===== src/rtl/csa_multi_add_pipe.sv =====
// rtl/csa_multi_add_pipe.sv - pipelined carry-save multi-operand adder with valid/ready handshake
// Optional feature macro: CSA_MULTI_ADD_SIGNED_EN (two's complement operands, adds out_neg)
module csa_multi_add_pipe #(
    parameter int WIDTH   = 16,
    parameter int NUM_OPS = 4
) (
    input  logic                              clk,
    input  logic                              rst_n,
    input  logic                              in_valid,
    output logic                              in_ready,
    input  logic [NUM_OPS*WIDTH-1:0]          in_ops,
    output logic                              out_valid,
    input  logic                              out_ready,
    output logic [WIDTH+$clog2(NUM_OPS)-1:0]  out_sum,
    output logic                              busy
`ifdef CSA_MULTI_ADD_SIGNED_EN
    ,
    output logic                              out_neg
`endif
);

    localparam int OUT_WIDTH = WIDTH + $clog2(NUM_OPS);
    localparam int LEVELS    = (NUM_OPS <= 3) ? 1 :
                               (NUM_OPS == 4) ? 2 :
                               (NUM_OPS <= 6) ? 3 : 4;
    localparam int S         = LEVELS + 1;
    localparam int EXT       = OUT_WIDTH - WIDTH;

    // Number of rows entering CSA level lvl (lvl == LEVELS gives the rows fed to the CPA).
    function automatic int rows_in(input int lvl);
        int n;
        n = NUM_OPS;
        for (int i = 0; i < lvl; i++) begin
            n = 2 * (n / 3) + (n % 3);
        end
        return n;
    endfunction

    logic [NUM_OPS-1:0][OUT_WIDTH-1:0] ext_rows;
    logic [S-1:0]                      v_d;
    logic [S-1:0]                      v_q;
    logic [S-1:0]                      adv;
    logic [S-1:0]                      v_in;
    logic [1:0][OUT_WIDTH-1:0]         top_rows;
    logic [OUT_WIDTH-1:0]              sum_d;
    logic [OUT_WIDTH-1:0]              sum_q;

    // Widen every operand to the result width before it enters the tree.
    always_comb begin
        logic [WIDTH-1:0] op;
        op       = '0;
        ext_rows = '0;
        for (int i = 0; i < NUM_OPS; i++) begin
            op = in_ops[i*WIDTH +: WIDTH];
`ifdef CSA_MULTI_ADD_SIGNED_EN
            ext_rows[i] = {{EXT{op[WIDTH-1]}}, op};
`else
            ext_rows[i] = {{EXT{1'b0}}, op};
`endif
        end
    end

    // Stall chain: a stage moves when it is empty or its successor moves.
    always_comb begin
        adv          = '0;
        v_in         = '0;
        v_d          = '0;
        adv[S-1]     = out_ready | ~v_q[S-1];
        for (int k = S - 2; k >= 0; k--) begin
            adv[k] = ~v_q[k] | adv[k+1];
        end
        v_in[0] = in_valid;
        for (int k = 1; k < S; k++) begin
            v_in[k] = v_q[k-1];
        end
        for (int k = 0; k < S; k++) begin
            v_d[k] = adv[k] ? v_in[k] : v_q[k];
        end
    end

    // Per-stage valid bits.
    always_ff @(posedge clk or negedge rst_n) begin
        if (!rst_n) begin
            v_q <= '0;
        end else begin
            v_q <= v_d;
        end
    end

    for (genvar l = 0; l < LEVELS; l++) begin : g_lvl
        localparam int NI = rows_in(l);
        localparam int NO = rows_in(l + 1);
        localparam int G  = NI / 3;
        localparam int R  = NI % 3;

        logic [NI-1:0][OUT_WIDTH-1:0] src;
        logic [NO-1:0][OUT_WIDTH-1:0] row_d;
        logic [NO-1:0][OUT_WIDTH-1:0] row_q;

        if (l == 0) begin : g_src_in
            assign src = ext_rows;
        end else begin : g_src_prev
            assign src = g_lvl[l-1].row_q;
        end

        // 3:2 compression of row triples; leftover rows pass straight through.
        // Carry is shifted left so its bit 0 is a constant zero (half-adder cell).
        always_comb begin
            row_d = row_q;
            if (adv[l] && v_in[l]) begin
                row_d = '0;
                for (int g = 0; g < G; g++) begin
                    row_d[2*g]   = src[3*g] ^ src[3*g+1] ^ src[3*g+2];
                    row_d[2*g+1] = ((src[3*g] & src[3*g+1]) |
                                    (src[3*g] & src[3*g+2]) |
                                    (src[3*g+1] & src[3*g+2])) << 1;
                end
                for (int j = 0; j < R; j++) begin
                    row_d[2*G+j] = src[3*G+j];
                end
            end
        end

        // Level register; holds its contents when no new data arrives.
        always_ff @(posedge clk or negedge rst_n) begin
            if (!rst_n) begin
                row_q <= '0;
            end else begin
                row_q <= row_d;
            end
        end
    end

    assign top_rows = g_lvl[LEVELS-1].row_q;

    // Final carry-propagate add of the two remaining rows, modulo 2^OUT_WIDTH.
    always_comb begin
        sum_d = sum_q;
        if (adv[S-1] && v_in[S-1]) begin
            sum_d = top_rows[0] + top_rows[1];
        end
    end

    // Result register.
    always_ff @(posedge clk or negedge rst_n) begin
        if (!rst_n) begin
            sum_q <= '0;
        end else begin
            sum_q <= sum_d;
        end
    end

    assign in_ready  = adv[0];
    assign out_valid = v_q[S-1];
    assign out_sum   = sum_q;
    assign busy      = |v_q;
`ifdef CSA_MULTI_ADD_SIGNED_EN
    assign out_neg   = sum_q[OUT_WIDTH-1];
`endif

endmodule


===== config.mk =====
export PLATFORM = sky130hd
export DESIGN_NAME = csa_multi_add_pipe
export DESIGN_NICKNAME = d
export VERILOG_FILES = /design/src/rtl/csa_multi_add_pipe.sv
export SDC_FILE = /design/constraint.sdc
export NUM_CORES = 1
export LEC_CHECK = 0
export ABC_CLOCK_PERIOD_IN_PS = 6800
export BUFFER_PORTS_ARGS = -buffer_cell sky130_fd_sc_hd__buf_2
export CAP_MARGIN = 10
export CORE_MARGIN = 10
export CORE_UTILIZATION = 55
export CTS_CLUSTER_DIAMETER = 60
export DETAILED_ROUTE_END_ITERATION = 12
export PLACE_DENSITY = 0.84
export SYNTH_ARGS = -nofsm -noshare
export SYNTH_HDL_FRONTEND = slang
export SYNTH_SLANG_ARGS = --single-unit
export TNS_END_PERCENT = 100

===== constraint.sdc =====
create_clock -name clk -period 6.8 [get_ports clk]
set_clock_uncertainty 0.1 [all_clocks]
set_input_delay 0.34 -clock clk [delete_from_list [all_inputs] [get_ports clk]]
set_output_delay 0.34 -clock clk [all_outputs]
set_load 0.02 [all_outputs]

After elaboration in Yosys (flattened, before gate mapping) --
Cells that the tools add are included.
Word-level totals: register bits 104, bits of input ports 68, word-level logic and storage cells 34
Operators by class: add/subtract/negate cells 1, bitwise operators 20, reduce and logical (&&, ||, !) cells 4
Operators with widths (number):
- $and 16x16->16 | 4
- $or 17x17->17 | 2
- $or 16x16->16 | 2
- $xor 16x16->16 | 2
- $add 18x18->18 | 1
- $xor 18x16->18 | 1
- $and 16x17->17 | 1
- $and 17x16->17 | 1
- $xor 16x17->17 | 1
- $logic_and 1x1->1 | 3
- $not 1->1 | 3
- $or 1x1->1 | 3
- $reduce_or 3->1 | 1

Logic depth before layout (Yosys ltp) --
Gate-level depths: netlist of the first run.
depth in word-level cells 5, mapped depth 7, gate-level depth less buffers 7

Least setup slack after synthesis of the first run --
OpenSTA, ideal clock, no wires.
path type register to register, start reg g_lvl[1].row_q[1] (netlist bit), end reg sum_q[11], in the netlist out_sum[11], library setup time 0.123 ns, arrival time 1.954 ns, slack 4.623 ns, stages on the path, launching flop included 8, path buffers 0, clock period less this slack 2.177 ns, cells stage by stage dfrtp_1 -> ha_1 -> fa_1 -> a21o_1 -> a221o_2 -> a41oi_2 -> xor2_1 -> o21ai_1
On the way: cells in the longest elaborated chain, start to end 1
Ends and longest elaborated chain:
- start: declaration | RTL line 98 | logic [NO-1:0][OUT_WIDTH-1:0] row_q;
- start signal: assignment | RTL line 129 | row_q <= row_d;
- $add 18x18->18 | RTL line 140 | sum_d = top_rows[0] + top_rows[1];
- end signal: assignment | RTL line 149 | sum_q <= sum_d;
- end: declaration | RTL line 46 | logic [OUT_WIDTH-1:0] sum_q;
No other way between the ends. A chain may end at the register's enable or synchronous reset.

Final worst setup path of the first run --
Same ends and word-level chain as after synthesis.

==> results of run 1 <==
## routing by layer
layer | global-route usage | wire length, µm | vias to the layer above
li1 | - | - | 1538
met1 | 0.198 | 4750 | 1630
met2 | 0.260 | 4980 | 68
met3 | 0.0341 | 332 | 16
met4 | 0.0595 | 221 | 0
met5 | 0 | 0 | -
## layout by cell type, fill, tap and decap left out, drive strengths merged, types with 2 or more instances in the layout
| cell type | Yosys | layout |
|---|---|---|
| a211oi | 2 | 2 |
| a21o | 5 | 5 |
| a21oi | 16 | 16 |
| a31oi | 3 | 3 |
| a41oi | 3 | 3 |
| and2 | 2 | 2 |
| and3 | 6 | 6 |
| buf | 14 | 91 |
| clkbuf | 2 | 11 |
| clkinv | 0 | 2 |
| clkinvlp | 0 | 2 |
| dfrtp | 102 | 102 |
| fa | 32 | 32 |
| ha | 17 | 17 |
| inv | 6 | 6 |
| mux2 | 82 | 82 |
| nand2 | 35 | 35 |
| nand2b | 5 | 5 |
| nand3 | 3 | 3 |
| nand4 | 3 | 3 |
| nor2 | 2 | 2 |
| nor3 | 2 | 2 |
| o211ai | 3 | 3 |
| o21ai | 16 | 16 |
| o31ai | 5 | 5 |
| xnor2 | 3 | 3 |
| xor2 | 6 | 6 |
## path summary, 6_finish.rpt
path / slack (ns) / cells past startpoint / startpoint / end
max: 4.47 / 7 / g_lvl[1].row_q[1] / out_sum[11]
min: 0.08 / 2 / in_ops[59] / g_lvl[0].row_q[47]
max reg2reg: 4.47 / 7 / g_lvl[1].row_q[1] / out_sum[11]
min reg2reg: 0.38 / 2 / g_lvl[1].row_q[0] / out_sum[0]
max in group asynchronous: 5.08 / 3 / rst_n / g_lvl[0].row_q[41]
min in group asynchronous: 0.36 / 2 / rst_n / g_lvl[1].row_q[29]
## area by class of cell
type	instances	area, µm²
Clock buffer	11	141
Clock inverter	5	58.8
Fill cell	712	3270
Inverter	6	22.5
Multi-Input combinational cell	261	2560
Sequential cell	102	2550
Tap cell	129	161
Timing Repair Buffer	92	475
## sequential cells by signal, summed over array words and instances (netlist names)
register / count
v_q: 3
g_lvl.row_q: 81
out_sum: 18
## cell families after synthesis
| kind of cell | Yosys count |
|---|---|
| buffers and inverters | 22 |
| AOI/OAI and AO/OA | 58 |
| and+or+nand+nor | 63 |
| muxes | 82 |
| xor gates and xnor gates | 9 |
| adders and majority gates | 49 |
| DFF | 102 |
## critical path, delay by kind of cell (launching register included)
| family | cells | cell delay (ns) |
|---|---|---|
| compound gates | 4 | 0.90 |
| fa+ha+maj | 2 | 0.67 |
| flops | 1 | 0.39 |
| xor+xnor | 1 | 0.16 |
## power groups by stage
stage / registers, µW / clock network [µW] / logic [µW]
2_1_floorplan: 982 / 0 / 782
3_3_place_gp: 942 / 0 / 1110
4_1_cts: 941 / 392 / 1140
6_report: 938 / 383 / 1130
3_5_place_dp: 953 / 0 / 1130
5_1_grt: 968 / 417 / 1280
## synthesized netlist by cell type (2+ instances only)
library cell / instances / area (µm²)
a31oi_1: 3 / 18.8
a21o_1: 5 / 37.5
o31ai_1: 3 / 22.5
nor3_1: 2 / 10.0
o21ai_1: 13 / 65.1
xor2_1: 6 / 52.6
o21ai_0: 3 / 15.0
o31ai_2: 2 / 25.0
and2_1: 2 / 12.5
nand2b_1: 5 / 31.3
nand3_1: 3 / 15.0
inv_1: 6 / 22.5
a41oi_1: 2 / 17.5
a211oi_1: 2 / 15.0
nand4_1: 3 / 18.8
fa_1: 32 / 641
buf_4: 3 / 22.5
buf_6: 2 / 22.5
ha_1: 17 / 213
clkbuf_1: 2 / 7.51
dfrtp_1: 102 / 2550
mux2_1: 81 / 912
buf_2: 9 / 45.0
nor2_1: 2 / 7.51
nand2_1: 35 / 131
o211ai_1: 3 / 22.5
and3_1: 6 / 37.5
xnor2_1: 3 / 26.3
a21oi_1: 15 / 75.1
## metrics by stage
| step | total power, µW | std cells | setup WS, ns |
|---|---|---|---|
| 5_1_grt | 2660 | 606 | 4.37 |
| 3_5_place_dp | 2090 | 589 | 4.48 |
| 6_report | 2450 | 606 | 4.47 |
| 2_1_floorplan | 1760 | 385 | 4.62 |
| 4_1_cts | 2470 | 606 | 4.48 |
| 3_3_place_gp | 2050 | 589 | 4.56 |
## timing repair
item / CTS / global route
endpoints found under the setup margin: 0 / 0
hold endpoints to repair: 36 / 0
hold buffers: 1 / 0
==> impl_metrics.json, run 1 <==
{
  "slew_violations": 0,
  "slowest_delay_ns": 0.42,
  "post_cts_buffers": 0,
  "cts_buffers": 9,
  "vias_per_cell": 5.37,
  "arrival_ns": 2.49,
  "crit_required_ns": 6.96,
  "ys.warnings.count": 0,
  "track_usage": 0.158,
  "crit_slowest_cell": "fa_1",
  "grt_pass1_vias": 3694,
  "path_class": "reg -> reg",
  "initialDrtViolationCount": 84,
  "ctsResizeCount": 0,
  "cts-root-buf": "clkbuf_8",
  "antenna_found_initial": 0,
  "synth_ff_type": "dfrtp_1",
  "whs_ns": 0.0755,
  "synthSimpleGateAreaFrac": 0.0574,
  "start_util": 0.566,
  "placed_area_um2": 5760,
  "synthMuxAreaShare": 0.177,
  "placeableCoreArea_um2": 9240,
  "drv_cap": 0,
  "area_growth_pct": 14.2,
  "io_pins": 89,
  "power.density_nw_per_um2": 411,
  "p_comb_frac": 0.462,
  "post-route-cell-area_um2": 5970,
  "switchingPower_uw": 988,
  "gp_congestion": 0.870,
  "end_kind": "flop",
  "hold_viol": 0,
  "syn_nets": 502,
  "cts.htree.levels": 3,
  "hpwl_um": 8110,
  "setup_viol": 0,
  "fin_crit_sh": 0.343,
  "cts_buffer_depth": 2,
  "diodes": 0,
  "clkPwrFrac": 0.156,
  "wire_per_inst_um": 17.0,
  "die_x_um": 117,
  "yosysUniqueCellTypes": 42,
  "fin_setup_tns_ns": 0,
  "synth-edff-count": 0,
  "tritoncts": "done",
  "worst_slew_pin_slew_ns": 1.13,
  "synthAdderAreaFrac": 0.163,
  "p_leak_uw": 0.00272,
  "vdd_drop_max_mv": 0.178,
  "grt_overflow_total": 0,
  "synthXorXnorAreaFrac": 0.0151,
  "synth_top_family_by_area": "multiplexers",
  "final_util": 0.646,
  "num_vias": 3252,
  "slew_headroom": 0.246,
  "min_period_ns": 2.33,
  "wirelength_um": 10300,
  "rows": 35,
  "layout-drive-gt1-share": 0.241,
  "start_kind": "flop",
  "io_buffers": 88,
  "grt_first_pass_wirelength_um": 18100,
  "cp_max_fo": 5,
  "nets": 589,
  "synth_async_sr_flop_share": 1.00,
  "firstDrtPassIters": 4,
  "syn_area_per_cell_um2": 13.6,
  "grt_max_degree": 67,
  "ys_ff_latch": 102,
  "drc": 0,
  "cp_cell_sequence": "ha_1, fa_1, a21o_1, a221o_2, a41oi_2, xor2_1, o21ai_1",
  "clk_pin_slew_ns": 0.10,
  "fp.dieH_um": 117,
  "seq_area_frac_synth": 0.488,
  "ant_nets": 0,
  "hold_path_class": "in -> reg",
  "numClockSinks": 102,
  "insertion_delay_ns": 0.36,
  "synthCells": 385,
  "synth-compound-area-share": 0.0764,
  "switching_share": 0.403,
  "power_frac_seq": 0.382,
  "max_freq_mhz": 429,
  "die_area_um2": 13800,
  "syn_area_um2": 5230,
  "intPower_uw": 1470,
  "grt_setup_unrepaired": "false",
  "outcome": "finished clean"
}
(Power assumes the default switching activity.)
==> run 2: changes to the inputs <==
Settings changed: ABC_CLOCK_PERIOD_IN_PS 6800 to 2100, CORE_UTILIZATION 55 to 51, PLACE_DENSITY 0.84 to 0.82.
Clock period 6.8 ns to 2.1 ns, I/O delays scaled along.
==> run 2 against run 1 <==
The run now ends with setup timing left. Via count grew 6.2%. Setup slack worse by 4.5 ns. Die area rose by 6.5%. Clock power increased to 3.4 times the previous value. Wire length is 12% higher. Utilization increased by 0.96 points. First-iteration DRC count is 52% higher. Hold slack worse by 0.059 ns. Combinational power increased to 3.7 times the previous value. Largest cell class unchanged. Largest power group unchanged.
==> impl_metrics.json, run 2 (synthesis results as in run 1) <==
{
  "outcome": "complete, but fails checks",
  "failed_checks": "setup timing",
  "num_vias": 3452,
  "wirelength_um": 11500,
  "final_cell_mix": "dfrtp_1 (102), buf_2 (87), mux2_1 (81), nand2_1 (34), fa_1 (31)",
  "die_x_um": 121,
  "grt_pass1_vias": 3873,
  "firstDrtPassIters": 4,
  "io_buffers": 88,
  "whs_ns": 0.0165,
  "slew_violations": 0,
  "gp_congestion": 0.918,
  "power_uw": 8570,
  "placeableCoreArea_um2": 9860,
  "wire_per_inst_um": 17.7,
  "cts.htree.levels": 3,
  "grt_max_degree": 49,
  "hold_path_class": "in -> reg",
  "cts_buffers": 9,
  "power_frac_seq": 0.358,
  "max_freq_mhz": 461,
  "start_kind": "flop",
  "cts-root-buf": "clkbuf_8",
  "p_comb_frac": 0.490,
  "crit_required_ns": 2.25,
  "setup_viol": 4,
  "vias_per_cell": 5.28,
  "intPower_uw": 5210,
  "grt_setup_unrepaired": "true",
  "clkPwrFrac": 0.151,
  "end_kind": "flop",
  "mostFrequentLayoutCell": "dfrtp_1",
  "drv_cap": 0,
  "arrival_ns": 2.32,
  "antenna_found_initial": 0,
  "slew_headroom": 0.789,
  "cts_buffer_depth": 2,
  "largest-register": "g_lvl.row_q",
  "fin_setup_tns_ns": -0.198,
  "switching_share": 0.392,
  "timing.final.ws_setup_ns": -0.0684,
  "min_period_ns": 2.17,
  "vdd_drop_max_mv": 0.575,
  "die_area_um2": 14700,
  "tritoncts": "done",
  "hold_viol": 0,
  "hpwl_um": 8570,
  "switchingPower_uw": 3360,
  "cp_max_fo": 5,
  "drc": 0,
  "nets": 633,
  "layout-drive-gt1-share": 0.271,
  "path_class": "reg -> reg",
  "numClockSinks": 102,
  "start_util": 0.530,
  "p_leak_uw": 0.00294,
  "initialDrtViolationCount": 128,
  "largest_reg_flops": 81,
  "worst_slew_pin_slew_ns": 0.314,
  "grt_first_pass_wirelength_um": 18900,
  "clk_pin_slew_ns": 0.09,
  "diodes": 0,
  "fin_crit_sh": 1.03,
  "power.density_nw_per_um2": 1330,
  "area_growth_pct": 23.7,
  "track_usage": 0.162,
  "fp.dieH_um": 121,
  "grt_overflow_total": 0,
  "io_pins": 89,
  "rows": 36,
  "ant_nets": 0,
  "insertion_delay_ns": 0.36
}
run 2: final cells by class:
| class | instances | area (µm²) |
|---|---|---|
| clock buffers | 14 | 173 |
| clock inverters | 2 | 38.8 |
| fillers | 693 | 3400 |
| inverters | 6 | 22.5 |
| multi-input cells | 261 | 2610 |
| flip-flops and latches | 102 | 2550 |
| well taps | 133 | 166 |
| repair buffers | 136 | 906 |
run 2: through the flow:
stage	std cells	setup slack, ns	util	cell area [µm²]
after CTS	651	-0.0490	0.649	6400
after detailed placement	607	-0.0853	0.599	5910
after floorplan	385	0.00983	-	5230
after global placement	607	-0.0517	0.599	5910
final	654	-0.0684	0.656	6470
after global routing	654	-0.150	0.656	6470
run 2: timing repair:
action / CTS / global route
endpoints found under the setup margin: 7 / 10
resized for setup: 1 / 6
hold buffers: 26 / 0
endpoints found under the hold margin: 127 / 0
buffers inserted: 2 / 3
pin swaps: 2 / 4
run 2: worst max-delay path, cell delays in order (launching register included):
cell and delay [ns]:
dfrtp_1 0.39, ha_2 0.20, fa_2 0.35, a21o_1 0.17, a221o_2 0.40, a22oi_2 0.18, and3_1 0.20, o31ai_2 0.06
run 2: worst paths after layout:
path / startpoint / to / slack, ns / cells past startpoint
max in group asynchronous: rst_n / g_lvl[0].row_q[2] / 1.23 / 3
worst max register to register: g_lvl[1].row_q[1] / out_sum[13] / -0.07 / 7
min in group asynchronous: rst_n / g_lvl[1].row_q[27] / 0.08 / 2
worst min-delay path: in_ops[23] / g_lvl[0].row_q[7] / 0.02 / 3
worst max-delay path: g_lvl[1].row_q[1] / out_sum[13] / -0.07 / 7
worst min register to register: g_lvl[1].row_q[0] / out_sum[0] / 0.38 / 2
run 2: power by group through the flow:
| stage | combinational, µW | clock (µW) | sequential [µW] |
|---|---|---|---|
| final | 4200 | 1300 | 3070 |
| after global routing | 4650 | 1390 | 3170 |
| after CTS | 4030 | 1330 | 3050 |
| after detailed placement | 3910 | 0 | 3090 |
| after global placement | 3810 | 0 | 3050 |
| after floorplan | 2530 | 0 | 3180 |
run 2: per-layer routing:
metal | part of all wire | track usage | up-vias
met5 | 0 | 0 | -
met4 | 0.013 | 0.0641 | 0
met3 | 0.044 | 0.0298 | 9
met2 | 0.53 | 0.282 | 90
met1 | 0.41 | 0.195 | 1732
li1 | - | - | 1621
==> run 3: changes to the inputs <==
Settings changed: ABC_CLOCK_PERIOD_IN_PS 2100 to 2630, CORE_UTILIZATION 51 to 55, CTS_CLUSTER_DIAMETER 60 to 100, PLACE_DENSITY 0.82 to 0.84.
Clock period 2.1 ns to 2.63 ns, I/O delays scaled along.
==> run 3 against run 2 <==
The flow now finishes without violations. Largest cell class unchanged. Register-to-register slack gained 0.36 ns. Highest routed layer unchanged. Wire length fell by 7.8%. Fmax shrank 7.2%. Global-route usage fell by 0.15 points. Largest power group unchanged. Flip-flop and latch count did not move. Die area down 6.1%. Sequential power is 21% lower. Power is 26% lower.
==> impl_metrics.json, run 3 (synthesis results as in run 1) <==
{
  "largest_reg_flops": 81,
  "grt_util_met2": 0.265,
  "vdd_drop_max_mv": 0.457,
  "io_buffers": 88,
  "grt_max_degree": 65,
  "numClockSinks": 102,
  "max_freq_mhz": 428,
  "placeableCoreArea_um2": 9240,
  "die_x_um": 117,
  "grt_overflow_total": 0,
  "drv_cap": 0,
  "drc": 0,
  "area_growth_pct": 17.9,
  "arrival_ns": 2.49,
  "power.density_nw_per_um2": 1030,
  "slew_violations": 0,
  "initialDrtViolationCount": 121,
  "hold_path_class": "in -> reg",
  "insertion_delay_ns": 0.37,
  "diodes": 0,
  "n_fill_cell": 693,
  "rows": 35,
  "cts.htree.levels": 3,
  "gp_congestion": 0.918,
  "grt_pass1_vias": 3770,
  "worst_slew_pin_slew_ns": 0.529,
  "top_usage_layer": "met2",
  "firstDrtPassIters": 4,
  "fin_setup_tns_ns": 0,
  "io_pins": 89,
  "hpwl_um": 8150,
  "die_area_um2": 13800,
  "slowest_delay_ns": 0.41,
  "fp.dieH_um": 117,
  "wirelength_um": 10700,
  "cts_buffers": 9,
  "track_usage": 0.161,
  "start_util": 0.566,
  "layout-drive-gt1-share": 0.234,
  "dpl.cell_count": 590,
  "switchingPower_uw": 2640,
  "grt_first_pass_wirelength_um": 18600,
  "vias_per_cell": 5.35,
  "power_frac_seq": 0.381,
  "cp_max_fo": 5,
  "switching_share": 0.415,
  "cts_hold_buffers": 19,
  "largest-register": "g_lvl.row_q",
  "crit_slowest_cell": "fa_1",
  "pre_cts_slack_ns": 0.324,
  "final_cell_mix": "dfrtp_1 (102), buf_2 (87), mux2_1 (81), nand2_1 (34), fa_1 (32)",
  "wire_per_inst_um": 17.0,
  "cp_cell_sequence": "ha_1, fa_1, a21o_1, a221o_2, a31oi_1, xor2_1, o21ai_1",
  "final_cells": 625,
  "grt_setup_unrepaired": "false",
  "crit_required_ns": 2.78,
  "fin_crit_sh": 0.889,
  "cts_buffer_depth": 2,
  "clkPwrFrac": 0.147,
  "met3_usage": 0.0331,
  "min_period_ns": 2.34,
  "intPower_uw": 3720,
  "antenna_found_initial": 0,
  "start_kind": "flop",
  "ant_nets": 0,
  "mostFrequentLayoutCell": "dfrtp_1",
  "clk_pin_slew_ns": 0.11,
  "hold_viol": 0,
  "nets": 608,
  "cts-root-buf": "clkbuf_8",
  "timing.final.ws_setup_ns": 0.292,
  "setup_viol": 0,
  "post_cts_buffers": 0,
  "end_kind": "flop",
  "outcome": "finished clean",
  "slew_headroom": 0.647,
  "tritoncts": "done",
  "path_buf_inv": 0,
  "p_leak_uw": 0.00280,
  "p_comb_frac": 0.473,
  "path_class": "reg -> reg",
  "cpLargestDelayFamily": "compound AO/OA/AOI/OAI gates",
  "ctsResizeCount": 0,
  "met1_usage": 0.205,
  "num_vias": 3346
}
run 3: area by class of cell:
class	instances	area, µm²	share of cell area
Multi-Input combinational cell	261	2560	0.415
Sequential cell	102	2550	0.414
Timing Repair Buffer	111	688	0.112
Tap cell	129	161	0.0262
Clock buffer	11	141	0.0229
Clock inverter	5	41.3	0.00670
Inverter	6	22.5	0.00365
run 3: worst paths after layout:
| kind | startpoint | end | slack, ns | cells past startpoint |
|---|---|---|---|---|
| max reg2reg | g_lvl[1].row_q[1] | out_sum[9] | 0.29 | 7 |
| max | g_lvl[1].row_q[1] | out_sum[9] | 0.29 | 7 |
| min | in_ops[33] | g_lvl[0].row_q[1] | 0.03 | 3 |
| max in group asynchronous | rst_n | g_lvl[0].row_q[42] | 1.53 | 3 |
| min reg2reg | g_lvl[1].row_q[0] | out_sum[0] | 0.39 | 2 |
| min in group asynchronous | rst_n | g_lvl[0].row_q[45] | 0.19 | 2 |
run 3: worst min-delay path: cells and delay by family:
| kind | cells | cell delay (ns) |
|---|---|---|
| adders and majority gates | 1 | 0.14 |
| buffers and inverters | 1 | 0.08 |
| muxes | 1 | 0.11 |
run 3: metrics by stage:
stage          hold slack [ns]  total power, µW  instance area, µm²  utilization
2_1_floorplan           -0.264             4560                5230            -
3_3_place_gp            0.0430             5370                5790        0.627
3_5_place_dp            0.0485             5420                5790        0.627
4_1_cts                 0.0210             6380                6160        0.667
5_1_grt                 0.0256             6870                6160        0.667
6_report                0.0281             6360                6160        0.667
run 3: power groups by stage:
stage,clock network (µW),registers [µW],logic (µW)
floorplan,0,2540,2020
global placement,0,2420,2950
detailed placement,0,2460,2960
CTS,952,2430,3000
global route,1030,2500,3340
finish,933,2420,3010
run 3: per-layer routing:
layer  vias to the layer above  part of all wire
li1                       1568                 -
met1                      1676              0.45
met2                        84              0.49
met3                        18             0.038
met4                         0             0.021
met5                         -                 0
